## src/rtl/lcd_pkg.sv

```systemverilog
// Shared definitions for the HD44780-class LCD write sequencer:
// state encoding, LCD word bit positions, init command ROM and opcodes.
package lcd_pkg;

  typedef enum logic [2:0] {
    RESET_WAIT,
    SETUP,
    PULSE,
    HOLD,
    WAIT,
    IDLE
  } lcd_state_e;

  localparam int LCD_ON   = 31;
  localparam int LCD_BLON = 30;
  localparam int LCD_EN   = 10;
  localparam int LCD_RS   = 9;
  localparam int LCD_RW   = 8;

  localparam int INIT_LEN = 4;
  // Entry 0 sits in the low byte: function set, display on, clear, entry mode.
  localparam logic [INIT_LEN-1:0][7:0] INIT_ROM = {8'h06, 8'h01, 8'h0C, 8'h38};

  localparam logic [7:0] CMD_CLEAR = 8'h01;
  localparam logic [7:0] CMD_HOME  = 8'h02;

  function automatic int max_int(input int a, input int b);
    return (a > b) ? a : b;
  endfunction

endpackage

```

## src/rtl/lcd_write_sequencer.sv

```systemverilog
// Byte-level LCD writer: runs the power-on init sequence, then turns each
// accepted command/character into SETUP/PULSE/HOLD/WAIT timing on the LCD word.
module lcd_write_sequencer
  import lcd_pkg::*;
#(
  parameter int SETUP_CYC      = 2,
  parameter int EN_CYC         = 12,
  parameter int HOLD_CYC       = 2,
  parameter int CMD_WAIT_CYC   = 2000,
  parameter int CLEAR_WAIT_CYC = 82000,
  parameter int INIT_WAIT_CYC  = 750000
) (
  input  logic        clk,
  input  logic        reset_n,
  input  logic        req_valid_i,
  input  logic        req_rs_i,
  input  logic [7:0]  req_data_i,
  output logic        req_ready_o,
  input  logic        bl_on_i,
  output logic        busy_o,
  output logic        init_done_o,
  output logic [31:0] io_lcd_o
);

  localparam int MAX_CYC = max_int(max_int(max_int(SETUP_CYC, EN_CYC), max_int(HOLD_CYC, CMD_WAIT_CYC)),
                                   max_int(max_int(CLEAR_WAIT_CYC, INIT_WAIT_CYC), 1));
  localparam int CNT_W   = $clog2(MAX_CYC) + 1;
  localparam int IDX_W   = $clog2(INIT_LEN);

  typedef logic [CNT_W-1:0] cnt_t;

  // A zero-cycle phase is stretched to one cycle.
  function automatic cnt_t phase_load(input int n);
    return (n < 1) ? '0 : cnt_t'(n - 1);
  endfunction

  localparam cnt_t LOAD_SETUP = phase_load(SETUP_CYC);
  localparam cnt_t LOAD_EN    = phase_load(EN_CYC);
  localparam cnt_t LOAD_HOLD  = phase_load(HOLD_CYC);
  localparam cnt_t LOAD_CMD   = phase_load(CMD_WAIT_CYC);
  localparam cnt_t LOAD_CLEAR = phase_load(CLEAR_WAIT_CYC);
  localparam cnt_t LOAD_INIT  = phase_load(INIT_WAIT_CYC);
  localparam logic [IDX_W-1:0] LAST_IDX = IDX_W'(INIT_LEN - 1);

  lcd_state_e       state_q, state_d;
  cnt_t             cnt_q, cnt_d;
  logic             rs_q, rs_d;
  logic [7:0]       data_q, data_d;
  logic [IDX_W-1:0] idx_q, idx_d;
  logic             init_done_q, init_done_d;
  logic             en_q, en_d;
  logic             ready_q, ready_d;
  logic             busy_q, busy_d;
  logic             on_q;
  logic             blon_q;

  cnt_t             cnt_dec;
  logic             phase_done;
  logic [IDX_W-1:0] idx_inc;
  cnt_t             wait_load;

  assign cnt_dec    = cnt_q - cnt_t'(1);
  assign phase_done = (cnt_q == '0);
  assign idx_inc    = idx_q + IDX_W'(1);
  // Clear and home need the long busy time; everything else uses the short one.
  assign wait_load  = (!rs_q && (data_q == CMD_CLEAR || data_q == CMD_HOME)) ? LOAD_CLEAR : LOAD_CMD;

  always_comb begin
    state_d     = state_q;
    cnt_d       = cnt_q;
    rs_d        = rs_q;
    data_d      = data_q;
    idx_d       = idx_q;
    init_done_d = init_done_q;

    case (state_q)
      RESET_WAIT: begin
        // The power-up delay starts with the first cycle the display is on.
        if (on_q) begin
          if (phase_done) begin
            state_d = SETUP;
            cnt_d   = LOAD_SETUP;
            rs_d    = 1'b0;
            data_d  = INIT_ROM[0];
            idx_d   = '0;
          end else begin
            cnt_d = cnt_dec;
          end
        end
      end
      SETUP: begin
        if (phase_done) begin
          state_d = PULSE;
          cnt_d   = LOAD_EN;
        end else begin
          cnt_d = cnt_dec;
        end
      end
      PULSE: begin
        if (phase_done) begin
          state_d = HOLD;
          cnt_d   = LOAD_HOLD;
        end else begin
          cnt_d = cnt_dec;
        end
      end
      HOLD: begin
        if (phase_done) begin
          state_d = WAIT;
          cnt_d   = wait_load;
        end else begin
          cnt_d = cnt_dec;
        end
      end
      WAIT: begin
        if (phase_done) begin
          if (init_done_q) begin
            state_d = IDLE;
          end else if (idx_q == LAST_IDX) begin
            state_d     = IDLE;
            init_done_d = 1'b1;
          end else begin
            state_d = SETUP;
            cnt_d   = LOAD_SETUP;
            idx_d   = idx_inc;
            rs_d    = 1'b0;
            data_d  = INIT_ROM[idx_inc];
          end
        end else begin
          cnt_d = cnt_dec;
        end
      end
      IDLE: begin
        if (req_valid_i && ready_q) begin
          state_d = SETUP;
          cnt_d   = LOAD_SETUP;
          rs_d    = req_rs_i;
          data_d  = req_data_i;
        end
      end
      default: begin
        state_d = RESET_WAIT;
        cnt_d   = LOAD_INIT;
      end
    endcase

    // Outputs are registered from the next state so they line up with it.
    en_d    = (state_d == PULSE);
    ready_d = (state_d == IDLE) && init_done_d;
    busy_d  = (state_d != IDLE);
  end

  always_ff @(posedge clk or negedge reset_n) begin
    if (!reset_n) begin
      state_q     <= RESET_WAIT;
      cnt_q       <= LOAD_INIT;
      rs_q        <= 1'b0;
      data_q      <= 8'h00;
      idx_q       <= '0;
      init_done_q <= 1'b0;
      en_q        <= 1'b0;
      ready_q     <= 1'b0;
      busy_q      <= 1'b1;
      on_q        <= 1'b0;
      blon_q      <= 1'b0;
    end else begin
      state_q     <= state_d;
      cnt_q       <= cnt_d;
      rs_q        <= rs_d;
      data_q      <= data_d;
      idx_q       <= idx_d;
      init_done_q <= init_done_d;
      en_q        <= en_d;
      ready_q     <= ready_d;
      busy_q      <= busy_d;
      on_q        <= 1'b1;
      blon_q      <= bl_on_i;
    end
  end

  always_comb begin
    io_lcd_o           = '0;
    io_lcd_o[LCD_ON]   = on_q;
    io_lcd_o[LCD_BLON] = blon_q;
    io_lcd_o[LCD_EN]   = en_q;
    io_lcd_o[LCD_RS]   = rs_q;
    io_lcd_o[LCD_RW]   = 1'b0;
    io_lcd_o[7:0]      = data_q;
  end

  assign req_ready_o = ready_q;
  assign busy_o      = busy_q;
  assign init_done_o = init_done_q;

endmodule

```

## config.mk

```make
export PLATFORM = sky130hd
export DESIGN_NAME = lcd_write_sequencer
export DESIGN_NICKNAME = d
export VERILOG_FILES = /design/src/rtl/lcd_pkg.sv /design/src/rtl/lcd_write_sequencer.sv
export SDC_FILE = /design/constraint.sdc
export NUM_CORES = 1
export LEC_CHECK = 0
export CORE_ASPECT_RATIO = 2
export CORE_MARGIN = 3
export CORE_UTILIZATION = 53
export CTS_CLUSTER_DIAMETER = 120
export DETAILED_ROUTE_END_ITERATION = 6
export PLACE_DENSITY_LB_ADDON = 0.25
export SYNTH_ARGS = -nofsm -noshare
export SYNTH_HDL_FRONTEND = slang
export SYNTH_SLANG_ARGS = --single-unit
```

## constraint.sdc

```tcl
create_clock -name clk -period 2.7 [get_ports clk]
set_clock_uncertainty 0.1 [all_clocks]
set_input_delay 0.54 -clock clk [delete_from_list [all_inputs] [get_ports clk]]
set_output_delay 0.54 -clock clk [all_outputs]
set_load 0.03 [all_outputs]
```

Word-level counts from Yosys, hierarchy flattened
Index checks and enable logic that the tools add are counted.
{ "classes": {"mux": 46, "reduce_logical": 12, "add_sub_neg": 2, "magnitude_cmp": 1, "eq_ne": 19} }
{ "ops": {"columns": ["op", "n"], "rows": [
  ["21-bit 2-to-1 mux", 8],
  ["21-bit one-hot mux with 6 select lines", 1],
  ["8-bit 2-to-1 mux", 7],
  ["3-bit 2-to-1 mux", 9],
  ["8-bit one-hot mux with 3 select lines", 1],
  ["21-bit logical NOT", 1],
  ["21-bit by 1-bit subtractor with 21-bit output, second input constant", 1],
  ["3-bit one-hot mux with 6 select lines", 1],
  ["17-bit 2-to-1 mux", 1],
  ["8-bit binary-select mux with 2-bit select", 1],
  ["2-bit != test, second input constant", 6],
  ["1-bit 2-to-1 mux", 10],
  ["2-bit 2-to-1 mux", 5],
  ["3-bit by 2-bit equality test with 1-bit output, second input constant", 3],
  ["3-bit equality test, second input constant", 3],
  ["3-bit != test, second input constant", 3],
  ["8-bit by 1-bit equality test with 1-bit output, second input constant", 1],
  ["8-bit by 2-bit equality test with 1-bit output, second input constant", 1],
  ["7-bit AND reduction", 1],
  ["6-bit AND reduction", 1],
  ["2-bit one-hot mux with 2 select lines", 1],
  ["4-bit AND reduction", 1],
  ["3-bit by 1-bit equality test with 1-bit output, second input constant", 1],
  ["1-bit logical AND", 3],
  ["other kinds (9)", 9]
]} }
{ "totals": {"regBits": 41, "in_bits": 13} }

Longest topological paths before layout
{ "depth": {"ltp_word": 7, "ltp_mapped": 9, "mapped_depth_nobuf": 8} }

Least setup slack after synthesis
OpenSTA, ideal clock, no wires.
{ "synth_path": {"kind": "reg-to-reg", "startpoint": "reg cnt_q[0]", "endpoint": "reg cnt_q[9]", "path_slack_ns": 0.610, "arrival_ns": 1.869, "path_stages_with_launch": 10, "setup_time_ns": 0.121, "synth_period_minus_slack_ns": 2.090, "cell_sequence": "dfstp_2 inv_1 ha_1 nor4b_2 and4_4 nand3_4 o21ai_4 buf_4 nor2_1 o22a_1"} }
{ "synth_between": {"elab_chain_len": 4, "elab_cells_between_ends": 11, "cone_classes": "1 x add/sub; 2 x eq/ne; 6 x mux; 2 x reduce/logical"} }
{ "synth_lines": {"columns": ["item", "line_no", "rtl"], "rows": [
  ["start: declaration", "lcd_write_sequencer.sv:46", "cnt_t cnt_q, cnt_d;"],
  ["start signal: assignment", "lcd_write_sequencer.sv:168", "cnt_q <= cnt_d;"],
  ["21-bit by 1-bit subtractor with 21-bit output or 21-bit logical NOT (tied branches)", "lcd_write_sequencer.sv:62, lcd_write_sequencer.sv:63", null],
  ["21-bit 2-to-1 mux", "lcd_write_sequencer.sv:80, lcd_write_sequencer.sv:100", null],
  ["21-bit 2-to-1 mux", "lcd_write_sequencer.sv:79", "if (on_q) begin"],
  ["21-bit one-hot mux with 6 select lines", "lcd_write_sequencer.sv:76", "case (state_q)"]
]} }
Several ways; a longest one is shown, not always the timed one. The select of a mux whose other input is x is not followed.
A chain may end at the register's enable or synchronous reset.

Worst setup path after layout
{ "layout_path": {"startpoint": "reg cnt_q[0]", "endpoint": "reg cnt_q[4]"} }
The elaborated chain is that of the path after synthesis.

==> metrics.txt <==
outcome completed; Post-Syn Area 2690 um2; CP Launch Type flip-flop; Slew @ Worst Pin 0.943 ns; Worst Setup End Kind flip-flop; CTS Hold Bufs 0; CP max FO 8; router iterations before antenna repair 4; Core Util, Final 61.0%; DR DRC count 0; final setup margin 0.169 ns; largest net degree at the start of global routing 42; Final Cycle Share 93.7%; share of cells above drive strength 1 16.4%; NumNets Final 341; Vias 2284; I/O pin total 48; CORE AREA 4910 um2; CP arrival 2.65 ns; row count 36; critical path type flip-flop to flip-flop; first-pass GRT wire length 11000 um; filler instances 445; final hold violations 0; DRT iter0 DRCs 75; pwr/cell area 568 nW/um2; Req. time, crit path 2.82 ns; WL per Instance 17.6 um; syn_area_per_cell 9.02 um2; Synth Area in Adders 2.79%; main combinational cell family by area after synthesis simple AND/OR/NAND/NOR gates; mux cell area share after synthesis 1.58%; Worst-Skew Late Latency 0.31 ns; antenna violations before repair 0; DR vias/cell 6.01; top cells by area, synth dfrtp_1 25%, dfstp_2 14%, buf_4 7.0%; Cell variety after synth 62; register area share after synthesis 38.8%; final setup fails 0; Die H 107 um; Final ANT Viol Nets 0; yosys warns 0; grt ovf 0; die width 56.4 um; Finished Layout Cells 380; Post-synth EDFFs 0; top post-synthesis cells by count 32 x nand2_1, 27 x dfrtp_1, 25 x buf_4, 24 x nor2_1, 21 x o21ai_0; Pleak 1.19 nW; clock sinks 41; ANT cells 0; postcts setup bufs 0; clock period minus worst slack 2.53 ns; Max Cap Viol 0; Post-CTS Resized 0; Die Footprint 6020 um2; Post-Place Cells 372; synthesis-to-layout area growth 11.3%; Yosys top cell area share 25.1%; Highest Clock Rate 395 MHz; Synth Area in Simple Gates 24.1%; CTS root buf clkbuf_8; Async SR Flop Fraction 100%; All-Layer GR Usage 23.9%; most numerous cell in the Yosys netlist nand2_1; Worst-path clk slew 0.09 ns; area leader, netlist dfrtp_1; drt total wl 6700 um; routability cong. 0.937; DP Worst Slack 0.208 ns; post-synthesis compound-gate area fraction 21.6%; setup tns final 0 ns; worst reg2reg path depth 8; worst vdd ir 0.000576 V; fin. max-slew vios 0; unrepaired setup endpoints after global routing no; FF+latch count, synth 41; hold crit path type input pin to async pin; slew margin rel. 37.0%; clock tree buffer depth 2; Pwr Total 1.70 mW; number of H-tree levels 2; placed wire-length estimate 5170 um; ys flop type dfrtp_1; Initial Util 54.8%; number of port buffers 27; xor/xnor share of the synthesized area 0.651%; number of buffers created by CTS 5; TritonCTS clock tree done; cell count after synthesis 298; vias in the first global route 2289
[power breakdown]
part | total (mW) | internal [mW] | switching [mW]
Clock | 0.413 | 0.179 | 0.234
Combinational | 0.393 | 0.152 | 0.241
Sequential | 0.894 | 0.746 | 0.148
Total | 1.70 | 1.08 | 0.623
[layout make-up]
type / instances / area, um2 / area share, %
timing repair buffer: 34 / 318 / 10.6
multi-input combinational: 232 / 1440 / 48.2
clock inverter: 3 / 17.5 / 0.585
inverter: 8 / 30.0 / 1.00
clock buffer: 5 / 68.8 / 2.30
tap: 57 / 71.3 / 2.38
sequential: 41 / 1040 / 34.9
[per-layer routing]
layer / part of all wire (%) / global-route usage, % / routed length (um) / vias to the layer above
met1: 33 / 22.4 / 2220 / 1109
li1: - / - / - / 1079
met3: 3.8 / 4.10 / 254 / 29
met2: 57 / 44.5 / 3810 / 67
met4: 6.0 / 17.5 / 404 / 0
met5: 0 / 0 / 0 / -
[worst max-delay path, stage by stage, from the launching register on]
cell	delay [ns]
dfstp_2	0.57
inv_1	0.06
ha_1	0.19
nor4b_2	0.18
nand4_4	0.15
nor2_2	0.10
a21oi_1	0.60
nand2_1	0.21
o31ai_1	0.28
[stage by stage]
stage | hold WS [ns] | cell area (um2)
2_1_floorplan | 0.144 | 2760
3_3_place_gp | 0.389 | 2910
3_5_place_dp | 0.394 | 2910
4_1_cts | 0.295 | 2990
5_1_grt | 0.329 | 2990
6_report | 0.265 | 2990
[cell families after synthesis]
logic type / count (synthesis)
adder cells (fa/ha/maj): 6
buffers and inverters: 44
other: 2
AO/OA/AOI/OAI: 90
AND/OR/NAND/NOR: 109
XOR/XNOR: 2
flip-flops: 41
multiplexers: 4
[layout by cell type, fill, tap and decap left out, drive strengths merged, types with 2 or more instances in the layout]
master,instances
ha,6
o21a,2
o21bai,2
o31ai,2
mux2i,2
nand2b,2
buf,8
nor3,10
and3,3
nor4,11
clkinv,2
nor3b,2
a31oi,4
a311oi,2
mux2,2
nor2,26
or4,3
o21ai,36
inv,8
or3,3
nand2,35
clkdlybuf4s50,26
dfstp,14
a21oi,18
clkbuf,5
conb,21
and2,2
o41ai,2
dfrtp,27
nand4,3
nand3,4
a31o,2
a22oi,2
nor2b,2
a22o,6
[final timing paths]
path	from	endpoint	slack (ns)
min in group clk	cnt_q[12]	cnt_q[12]	0.41
worst max-delay path	cnt_q[0]	cnt_q[4]	0.17
worst min register to register	cnt_q[12]	cnt_q[12]	0.41
worst max register to register	cnt_q[0]	cnt_q[4]	0.17
max in group asynchronous	reset_n	data_q[6]	1.67
worst min-delay path	reset_n	cnt_q[18]	0.26
[sequential cells by signal (all words and copies together) (netlist names)]
signal and cells:
blon_q 1, state_q 3, on_q 1, rs_q 1, idx_q 2, cnt_q 21
en_q 1, init_done_o 1, req_ready_o 1, busy_o 1, data_q 8
Note: power is estimated with default switching activity, not from simulation.
